==> src/rtl/player_input_unit_pkg.sv <==
// player_input_unit_pkg: shared widths, sequence length, FSM encoding and key priority helper.
// Optional feature macro used by this slice: PLAYER_DEBOUNCE_EN (enables the debounce counter).
package player_input_unit_pkg;

    localparam int TILE_W   = 2;
    localparam int SEQ_LEN  = 9;
    localparam int SEQ_W    = 18;
    localparam int CNT_W    = 6;
    localparam int NUM_KEYS = 4;

    typedef enum logic [1:0] {
        IDLE,
        ARMED,
        CAPTURED,
        WAIT_RELEASE
    } state_t;

    // Lowest-indexed asserted event wins when several keys fire together.
    function automatic logic [TILE_W-1:0] lowest_key(input logic [NUM_KEYS-1:0] ev);
        lowest_key = '0;
        for (int k = NUM_KEYS - 1; k >= 0; k--)
            if (ev[k]) lowest_key = TILE_W'(k);
    endfunction

endpackage

==> src/rtl/player_input_unit_if.sv <==
// player_input_unit_if: link between graphics control and the player input unit.
// master (graphics control): drives playerEN, checkEN, seq, sequence_counter;
//                            reads player_input, player_start, check, pressed_tile.
// slave  (player input unit): the reverse directions.
interface player_input_unit_if;
    import player_input_unit_pkg::*;

    logic              playerEN;
    logic              checkEN;
    logic [SEQ_W-1:0]  seq;
    logic [CNT_W-1:0]  sequence_counter;
    logic              player_input;
    logic              player_start;
    logic              check;
    logic [TILE_W-1:0] pressed_tile;

    modport master (
        output playerEN, checkEN, seq, sequence_counter,
        input  player_input, player_start, check, pressed_tile
    );

    modport slave (
        input  playerEN, checkEN, seq, sequence_counter,
        output player_input, player_start, check, pressed_tile
    );

endinterface

==> src/rtl/player_input_unit_key_debounce.sv <==
// key_debounce: 2-flop synchroniser, optional debounce counter, registered press (1->0) pulse.
// Ports: clock, resetn (sync, active-low), raw (active-low button),
//        level (debounced level, 1 = released), fall (one-cycle press event).
// PLAYER_DEBOUNCE_EN defined: level follows the synchroniser only after DEBOUNCE_CYCLES
// consecutive differing samples; undefined: level is the synchroniser output.
module key_debounce #(
    parameter int DEBOUNCE_CYCLES = 250000
) (
    input  logic clock,
    input  logic resetn,
    input  logic raw,
    output logic level,
    output logic fall
);

    logic       s1, s2, prev, rel;
    logic [1:0] settle;

    // rel stays low until the synchroniser has refilled after reset and shows the
    // button released, so a button held through reset needs a release and re-press.
    always_ff @(posedge clock) begin
        if (!resetn) begin
            s1     <= 1'b1;
            s2     <= 1'b1;
            prev   <= 1'b1;
            rel    <= 1'b0;
            settle <= 2'b00;
            fall   <= 1'b0;
        end else begin
            s1     <= raw;
            s2     <= s1;
            prev   <= level;
            settle <= {settle[0], 1'b1};
            rel    <= rel | (settle[1] & s2);
            fall   <= rel & prev & ~level;
        end
    end

`ifdef PLAYER_DEBOUNCE_EN
    localparam int CW = $clog2(DEBOUNCE_CYCLES + 1);

    logic [CW-1:0] cnt;

    always_ff @(posedge clock) begin
        if (!resetn) begin
            cnt   <= '0;
            level <= 1'b1;
        end else if (s2 == level) begin
            cnt <= '0;
        end else if (cnt == CW'(DEBOUNCE_CYCLES - 1)) begin
            cnt   <= '0;
            level <= s2;
        end else begin
            cnt <= cnt + 1'b1;
        end
    end
`else
    assign level = s2;
`endif

endmodule

==> src/rtl/player_input_unit.sv <==
// player_input_unit: captures a debounced tile press and compares it with the expected tile.
// Ports: clock, resetn (sync, active-low), key[3:0] / start_key (raw, active-low),
//        bus (slave side of player_input_unit_if).
// Optional feature: define PLAYER_DEBOUNCE_EN to enable the debounce counters.
module player_input_unit #(
    parameter int DEBOUNCE_CYCLES = 250000,
    parameter int SEQ_LEN         = player_input_unit_pkg::SEQ_LEN
) (
    input  logic                      clock,
    input  logic                      resetn,
    input  logic [3:0]                key,
    input  logic                      start_key,
    player_input_unit_if.slave        bus
);
    import player_input_unit_pkg::*;

    state_t            state;
    logic [NUM_KEYS:0] raw, level, fall;
    logic [TILE_W-1:0] pressed_tile;
    logic              player_input, player_start, check, tile_hit;

    // Bit NUM_KEYS carries the start button alongside the four tile keys.
    assign raw = {start_key, key};

    genvar i;
    for (i = 0; i <= NUM_KEYS; i++) begin : g_deb
        key_debounce #(.DEBOUNCE_CYCLES(DEBOUNCE_CYCLES)) u_deb (
            .clock  (clock),
            .resetn (resetn),
            .raw    (raw[i]),
            .level  (level[i]),
            .fall   (fall[i])
        );
    end

    // Tile n is {seq[2n], seq[2n+1]}; an out-of-range index matches nothing.
    always_comb begin
        tile_hit = 1'b0;
        for (int n = 0; n < SEQ_LEN; n++)
            if (bus.sequence_counter == CNT_W'(n) && {bus.seq[2*n], bus.seq[2*n+1]} == pressed_tile)
                tile_hit = 1'b1;
    end

    always_ff @(posedge clock) begin
        if (!resetn) begin
            state        <= IDLE;
            player_input <= 1'b0;
            player_start <= 1'b0;
            check        <= 1'b0;
            pressed_tile <= '0;
        end else begin
            player_start <= fall[NUM_KEYS];
            case (state)
                IDLE:
                    if (bus.playerEN) state <= ARMED;
                ARMED:
                    if (!bus.playerEN) begin
                        state <= IDLE;
                    end else if (|fall[NUM_KEYS-1:0]) begin
                        state        <= CAPTURED;
                        player_input <= 1'b1;
                        pressed_tile <= lowest_key(fall[NUM_KEYS-1:0]);
                    end
                CAPTURED:
                    if (bus.checkEN) begin
                        state        <= WAIT_RELEASE;
                        player_input <= 1'b0;
                        check        <= tile_hit;
                    end
                WAIT_RELEASE:
                    if (&level[NUM_KEYS-1:0]) state <= IDLE;
                default:
                    state <= IDLE;
            endcase
        end
    end

    assign bus.player_input = player_input;
    assign bus.player_start = player_start;
    assign bus.check        = check;
    assign bus.pressed_tile = pressed_tile;

endmodule

==> src/flat_wrapper.sv <==
// flat-port wrapper written by rule: the top's interface ports become plain ports
module player_input_unit_flat import player_input_unit_pkg::*;
#(
    parameter int DEBOUNCE_CYCLES = 250000,
    parameter int SEQ_LEN         = player_input_unit_pkg::SEQ_LEN
)
  (clock, resetn, key, start_key, bus_playerEN, bus_checkEN, bus_seq, bus_sequence_counter, bus_player_input, bus_player_start, bus_check, bus_pressed_tile);
  player_input_unit_if bus_i ();
  input  logic clock;
  input  logic resetn;
  input  logic [3:0] key;
  input  logic start_key;
  input wire logic [$bits(bus_i.playerEN)-1:0] bus_playerEN;
  input wire logic [$bits(bus_i.checkEN)-1:0] bus_checkEN;
  input wire logic [$bits(bus_i.seq)-1:0] bus_seq;
  input wire logic [$bits(bus_i.sequence_counter)-1:0] bus_sequence_counter;
  output wire logic [$bits(bus_i.player_input)-1:0] bus_player_input;
  output wire logic [$bits(bus_i.player_start)-1:0] bus_player_start;
  output wire logic [$bits(bus_i.check)-1:0] bus_check;
  output wire logic [$bits(bus_i.pressed_tile)-1:0] bus_pressed_tile;
  assign bus_i.playerEN = bus_playerEN;
  assign bus_i.checkEN = bus_checkEN;
  assign bus_i.seq = bus_seq;
  assign bus_i.sequence_counter = bus_sequence_counter;
  assign bus_player_input = bus_i.player_input;
  assign bus_player_start = bus_i.player_start;
  assign bus_check = bus_i.check;
  assign bus_pressed_tile = bus_i.pressed_tile;
  player_input_unit #(.DEBOUNCE_CYCLES(DEBOUNCE_CYCLES), .SEQ_LEN(SEQ_LEN)) u_core (.clock(clock), .resetn(resetn), .key(key), .start_key(start_key), .bus(bus_i));
endmodule
==> config.mk <==
export PLATFORM = sky130hd
export DESIGN_NAME = player_input_unit_flat
export DESIGN_NICKNAME = d
export VERILOG_FILES = /design/src/rtl/player_input_unit_pkg.sv /design/src/rtl/player_input_unit_if.sv /design/src/rtl/player_input_unit_key_debounce.sv /design/src/rtl/player_input_unit.sv /design/src/flat_wrapper.sv
export SDC_FILE = /design/constraint.sdc
export NUM_CORES = 1
export LEC_CHECK = 0
export ABC_CLOCK_PERIOD_IN_PS = 1500
export BUFFER_PORTS_ARGS = -buffer_cell sky130_fd_sc_hd__buf_4
export CAP_MARGIN = 20
export CORE_MARGIN = 8
export CORE_UTILIZATION = 35
export DETAILED_ROUTE_END_ITERATION = 7
export HOLD_SLACK_MARGIN = 0.03
export PLACE_DENSITY = 0.6
export REMOVE_ABC_BUFFERS = 1
export SETUP_SLACK_MARGIN = 0.3
export SLEW_MARGIN = 5
export SYNTH_ARGS = -nofsm -noshare
export SYNTH_HDL_FRONTEND = slang
export SYNTH_SLANG_ARGS = --single-unit
==> constraint.sdc <==
create_clock -name clock -period 1.5 [get_ports clock]
set_input_delay 0.225 -clock clock [delete_from_list [all_inputs] [get_ports clock]]
set_output_delay 0.225 -clock clock [all_outputs]
set_load 0.005 [all_outputs]
==> flow_summary_export.csv, run 1 <==
group,metric,value,unit
synth,synth.ff_latch_count,34,
worst_setup_path,cp_max_fo,5,
routing,route.top_layer_used,"met4",
sta,final_cycle_share,86.2,%
clock_network,clock_tree_from_tritoncts,"built",
floorplan,floorplan.die.height,79.1,um
worst_setup_path,crit_arrival,1500,ps
finish,diodes,0,
place,placed_area,1710,um2
global_routing,grt_remaining_overflow,0,
routing,route.vias.total,1182,
clock_network,number_of_cts_inserted_buffers,5,
synth,async_flop_share,0,%
clock_network,post_cts_buffers,0,
power,netSwitchingPower,0.000385,W
routing,post-route-drc-count,0,
sta,final.setup.worst_slack,207,ps
worst_setup_path,endpoint_kind,"flip-flop",
clock_network,worst_setup_hold_path_clk_slew,70,ps
power,clkPwrFrac,41.5,%
place,gp_weighted_congestion,0.835,
power,power_density_normalized_to_cell_area,1040,nW/um2
power,power.static_leakage,0.736,nW
synth,synthCells,149,
sta,timing.setup.tns,0,ps
sta,hold_slack,128,ps
sta,achievable_freq,774,MHz
sta,grt_setup_unrepaired,"true",
routing,route.met3.wl,287,um
synth,yosys_warnings,0,
floorplan,floorplan.die_area,6260,um2
power,power.share.switching,20.1,%
sta,finalClockSkew,5.98,ps
floorplan,core.rowCount,23,
synth,synth_cell_type_count,31,
routing,drt_pre_antenna_iters,4,
sta,finalCriticalPeriod,1290,ps
hold_path,worstHoldPathType,"input pin to flip-flop",
finish,area_occupied_by_multi_input_gates,672,um2
finish,design_area,1840,um2
job,cap_viol_max_count,0,
synth,synth_area,1390,um2
routing,antenna_left,0,
sta,finalMaxSlewViolations,0,
routing,route.detailed.vias_per_inst,4.88,
finish,finish.net_count,224,
global_routing,antenna_found_initial,0,
clock_network,cts_htree_levels,2,
global_routing,grt_pass1_vias,1131,
place,detailed_place_hpwl,2470,um
sta,relSlewSlack,74.7,%
sta,hold_viol_final,0,
routing,drt_wl_total,3200,um
finish,seq_area,688,um2
synth,number_of_synthesized_flops_with_an_enable_pin,0,
routing,dr.first_iter.drc_count,26,
routing,met2_length,1500,um
worst_setup_path,critPathLaunch,"u_core.bus.pressed_tile[0]",
worst_setup_path,cp-start-kind,"flip-flop",
finish,fillers,388,
place,place_ws,74.5,ps
floorplan,core,3910,um2
place,placed_cells,234,
finish,layoutNonFillerInstCount,242,
routing,post_drt_wl_per_cell,13.2,um
synth,post_synthesis_mean_instance_area,9.35,um2
worst_setup_path,crit_required,1700,ps
clock_network,tritoncts_num_sinks,34,
global_routing,grt_first_pass_wirelength,5300,um
power,seq_power_share,49.5,%
finish,final_layout_size_suffix_gt1_share,28.1,%
floorplan,die-width,79.1,um
global_routing,gr-usage-all-layers,10.9,%
sta,max_slew.worst_pin.slew,379,ps
synth,synthFlopType,"dfxtp_1",
global_routing,grt_start_max_net_pins,21,
power,p_comb_share,9.0,%
power,irDropWorstVdd,0.000859,V
routing,m1WireLength,1350,um
run_status,run_status,"finished, final reports clean",
worst_setup_path,critPathKind,"flip-flop to flip-flop",
clock_network,insertion_delay_of_the_later_clocked_pin_in_the_worst_skew_pair,280,ps
finish,syn2layout_area_growth,32.3,%
clock_network,clk_path_buf_depth,2,
floorplan,floorplan.initialDensity,35.6,%
floorplan,pin_count,38,
power,internal_power,0.00153,W
hold_path,min_from,"key[3]",
sta,setup_viol,0,
synth,synth_sequential_area_ratio,48.8,%
worst_setup_path,worstReg2RegStart,"u_core.bus.pressed_tile[0]",
place,placement.io_buffers,37,
clock_network,clock_tree.root_cell,"clkbuf_8",
-- worst max-delay path, stage by stage, from the launching register on --
cell,delay [ps]
dfxtp_4,360
buf_6,140
xnor2_1,150
nand4b_1,140
o22ai_1,200
nor3_1,80
a31oi_1,170
-- final cells by class --
class	count	area share (%)
sequential	34	37.3
multi-input combinational	107	36.4
timing repair buffer	40	16.5
clock buffer	7	4.14
tap	50	3.39
clock inverter	1	1.63
inverter	3	0.611
-- flip-flops by register name, indices dropped and copies added, names as in the netlist, 2 cells and up, named ones only --
register and cells:
u_core.bus.pressed_tile 2, u_core.g_deb.u_deb.s1 5, u_core.g_deb.u_deb.level 5, u_core.g_deb.u_deb.fall 5, u_core.g_deb.u_deb.rel 5, u_core.g_deb.u_deb.settle 2
u_core.g_deb.u_deb.prev 5
-- stage by stage --
stage                     util (%)  power, W
after floorplan                  -   0.00104
after global placement        43.8   0.00114
after detailed placement      43.8   0.00114
after CTS                     46.8   0.00195
after global routing          47.1   0.00201
final                         47.1   0.00191
-- Yosys cell counts, types with 3 or more instances --
master	n	share of area, %
dfxtp_1	34	49
nor2_1	16	4.3
nand2_1	13	3.5
nand2b_1	12	5.4
a21oi_1	9	3.2
xnor2_1	9	5.7
nor2b_1	6	2.7
nand3_1	5	1.8
nand4b_1	4	2.5
and2_1	3	1.3
inv_1	3	0.81
nand4_1	3	1.3
or2b_1	3	1.6
-- layer usage --
layer	up-vias	track usage (%)
met5	-	0
met4	0	6.11
met3	6	5.98
met2	45	16.4
met1	535	11.9
li1	596	-
-- timing repair --
action	in CTS	in global routing
pin swaps	8	3
hold buffers	0	0
gates cloned	0	0
gates resized for setup	5	3
endpoints found under the setup margin	2	2
-- power groups by stage --
stage	Clock [W]	Combinational, W	Sequential (W)
CTS	0.000823	0.000172	0.000951
global route	0.000870	0.000190	0.000951
floorplan	0	0.0000700	0.000966
detailed placement	0	0.000170	0.000971
global placement	0	0.000167	0.000970
finish	0.000794	0.000172	0.000948
-- worst paths after layout --
path / endpoint / depth (start not counted) / slack, ps
setup / recovery: u_core.bus.check / 6 / 210
hold / removal: u_core.g_deb[3].u_deb.s1 / 2 / 130
setup reg to reg: u_core.bus.check / 6 / 210
hold reg to reg: u_core.g_deb[4].u_deb.level / 1 / 410
-- logic make-up (layout without fill, tap and decap cells) --
| logic type | Yosys count | count (layout) | share of synthesized area (%) |
|---|---|---|---|
| compound gates | 26 | 26 | 12.7 |
| flops | 34 | 34 | 48.8 |
| buf+inv | 8 | 51 | 3.95 |
| simple gates | 70 | 70 | 27.6 |
| xor+xnor | 11 | 11 | 6.91 |
-- placed cells by master, fill, tap and decap left out, types with 3 or more instances in the layout --
| master | instances |
|---|---|
| or2b_1 | 3 |
| nand2_1 | 13 |
| xnor2_1 | 8 |
| inv_1 | 3 |
| clkbuf_8 | 5 |
| nand2b_1 | 12 |
| nor2b_1 | 6 |
| nand3_1 | 5 |
| nand4b_1 | 4 |
| dfxtp_1 | 32 |
| nor2_1 | 16 |
| buf_4 | 39 |
| and2_1 | 3 |
| nand4_1 | 3 |
| a21oi_1 | 9 |
(Power assumes the default switching activity.)
==> inputs of run 2 (changes only) <==
--- a/config.mk
+++ b/config.mk
@@ -5,7 +5,7 @@
 export SDC_FILE = /design/constraint.sdc
 export NUM_CORES = 1
 export LEC_CHECK = 0
-export ABC_CLOCK_PERIOD_IN_PS = 1500
+export ABC_CLOCK_PERIOD_IN_PS = 1300
 export BUFFER_PORTS_ARGS = -buffer_cell sky130_fd_sc_hd__buf_4
 export CAP_MARGIN = 20
 export CORE_MARGIN = 8
==> constraint.sdc (replaced) <==
create_clock -name clock -period 1.3 [get_ports clock]
set_input_delay 0.195 -clock clock [delete_from_list [all_inputs] [get_ports clock]]
set_output_delay 0.195 -clock clock [all_outputs]
set_load 0.005 [all_outputs]
==> run 2 against run 1 <==
Clock skew down 2.0 ps. Clock-buffer cell count unchanged. Highest routed layer unchanged. Register-to-register slack worse by 200 ps. Global-route usage down 0.26 points. First-iteration DRC count up 23%. Hold slack worse by 35 ps. Fmax down 0.19%.
==> flow_summary_export.csv, run 2 (synthesized netlist as in run 1, its figures left out) <==
group,metric,value,unit
run_status,run_status,"finished, final reports clean",
floorplan,core.rowCount,23,
sta,achievable_freq,772,MHz
place,place_ws,-50.5,ps
floorplan,die-width,79.1,um
sta,hold_viol_final,0,
sta,relSlewSlack,85.3,%
job,cap_viol_max_count,0,
sta,finalCriticalPeriod,1300,ps
clock_network,clk_path_buf_depth,2,
power,irDropWorstVdd,0.000837,V
finish,diodes,0,
floorplan,floorplan.die.height,79.1,um
sta,final.setup.worst_slack,4.79,ps
floorplan,floorplan.die_area,6260,um2
sta,finalClockSkew,3.97,ps
global_routing,grt_remaining_overflow,0,
place,gp_weighted_congestion,0.863,
clock_network,cts_htree_levels,2,
power,power_density_normalized_to_cell_area,1060,nW/um2
sta,setup_viol,0,
global_routing,grt_start_max_net_pins,21,
sta,timing.setup.tns,0,ps
clock_network,clock_tree_from_tritoncts,"built",
clock_network,clock_tree.root_cell,"clkbuf_8",
worst_setup_path,critPathKind,"flip-flop to flip-flop",
routing,dr.first_iter.drc_count,32,
clock_network,insertion_delay_of_the_later_clocked_pin_in_the_worst_skew_pair,280,ps
power,power.static_leakage,0.815,nW
hold_path,worstHoldPathType,"input pin to flip-flop",
worst_setup_path,cp-start-kind,"flip-flop",
sta,grt_setup_unrepaired,"true",
floorplan,core,3910,um2
finish,final_layout_size_suffix_gt1_share,35.5,%
global_routing,gr-usage-all-layers,10.6,%
routing,antenna_left,0,
sta,max_slew.worst_pin.slew,220,ps
floorplan,floorplan.initialDensity,35.6,%
clock_network,worst_setup_hold_path_clk_slew,70,ps
worst_setup_path,crit_required,1460,ps
finish,most_common_library_cell_in_the_layout_ignoring_fill_and_taps,"buf_4",
place,detailed_place_hpwl,2490,um
sta,finalMaxSlewViolations,0,
global_routing,grt_pass1_vias,1129,
floorplan,pin_count,38,
finish,finish.net_count,235,
routing,post-route-drc-count,0,
finish,fillers,374,
routing,route.vias.total,1249,
routing,drt_wl_total,3400,um
finish,syn2layout_area_growth,40.8,%
global_routing,antenna_found_initial,0,
finish,highest_count_cells_in_the_layout_ignoring_fill_and_taps,"buf_4 (44), dfxtp_1 (31), nor2_1 (15)",
worst_setup_path,endpoint_kind,"flip-flop",
routing,route.detailed.vias_per_inst,4.94,
routing,post_drt_wl_per_cell,13.4,um
sta,final_cycle_share,99.6,%
global_routing,grt_first_pass_wirelength,5280,um
place,placement.io_buffers,37,
worst_setup_path,crit_arrival,1460,ps
routing,drt_pre_antenna_iters,4,
worst_setup_path,cp_max_fo,5,
clock_network,number_of_cts_inserted_buffers,5,
clock_network,tritoncts_num_sinks,34,
-- run 2: cell count changes in the layout (fill, tap and decap cells not counted), sizes merged --
cell,before,now
clkbuf,7,8
clkinv,0,1
bufinv,1,0
buf,40,50
-- run 2: worst paths after layout --
path	from	endpoint	slack (ps)	cells after the start
hold reg to reg	u_core.g_deb[3].u_deb.s1	u_core.g_deb[3].u_deb.level	400	1
hold / removal	key[1]	u_core.g_deb[1].u_deb.s1	90	2
setup / recovery	u_core.bus.pressed_tile[0]	u_core.bus.check	5	6
setup reg to reg	u_core.bus.pressed_tile[0]	u_core.bus.check	5	6
-- run 2: per-layer routing --
metal / wire length, um / part of all wire [%] / up-vias / GRT usage (%)
met4: 84 / 2.5 / 0 / 6.67
met2: 1570 / 46 / 59 / 15.8
met5: 0 / 0 / - / 0
li1: - / - / 614 / -
met3: 348 / 10 / 10 / 5.30
met1: 1400 / 41 / 566 / 11.9
-- run 2: power breakdown --
part,switching (W),internal [W]
registers,0.0000186,0.00107
clock network,0.000353,0.000427
logic,0.0000884,0.000125
-- run 2: repair_timing --
action / CTS / global route
gates resized for setup: 10 / 10
hold buffers: 0 / 0
pin swaps: 12 / 10
endpoints found under the hold margin: 0 / 0
setup buffers: 1 / 5
endpoints found under the setup margin: 7 / 9
-- run 2: final cells by class --
type	count	area [um2]	share of cell area, %
Clock buffer	7	86.3	4.40
Clock inverter	1	5.00	0.255
Multi-Input combinational cell	107	702	35.8
Inverter	3	11.3	0.574
Tap cell	50	62.6	3.19
Sequential cell	34	689	35.1
Timing Repair Buffer	51	407	20.7
-- run 2: critical path, stage by stage (launching register included) --
cell	delay [ps]
dfxtp_4	360
buf_8	140
xnor2_2	140
nand4b_1	100
o21ai_1	90
o31ai_1	240
a31oi_1	110
-- run 2: through the flow --
step / instance area [um2] / instances / power (W) / util [%] / hold slack, ps
final: 1960 / 253 / 0.00209 / 50.2 / 92.6
after detailed placement: 1750 / 239 / 0.00132 / 44.7 / 382
after CTS: 1880 / 248 / 0.00210 / 48.1 / 86.8
after global routing: 1960 / 253 / 0.00220 / 50.2 / 80.9
after floorplan: 1350 / 144 / 0.00120 / - / 223
after global placement: 1750 / 239 / 0.00132 / 44.7 / 379
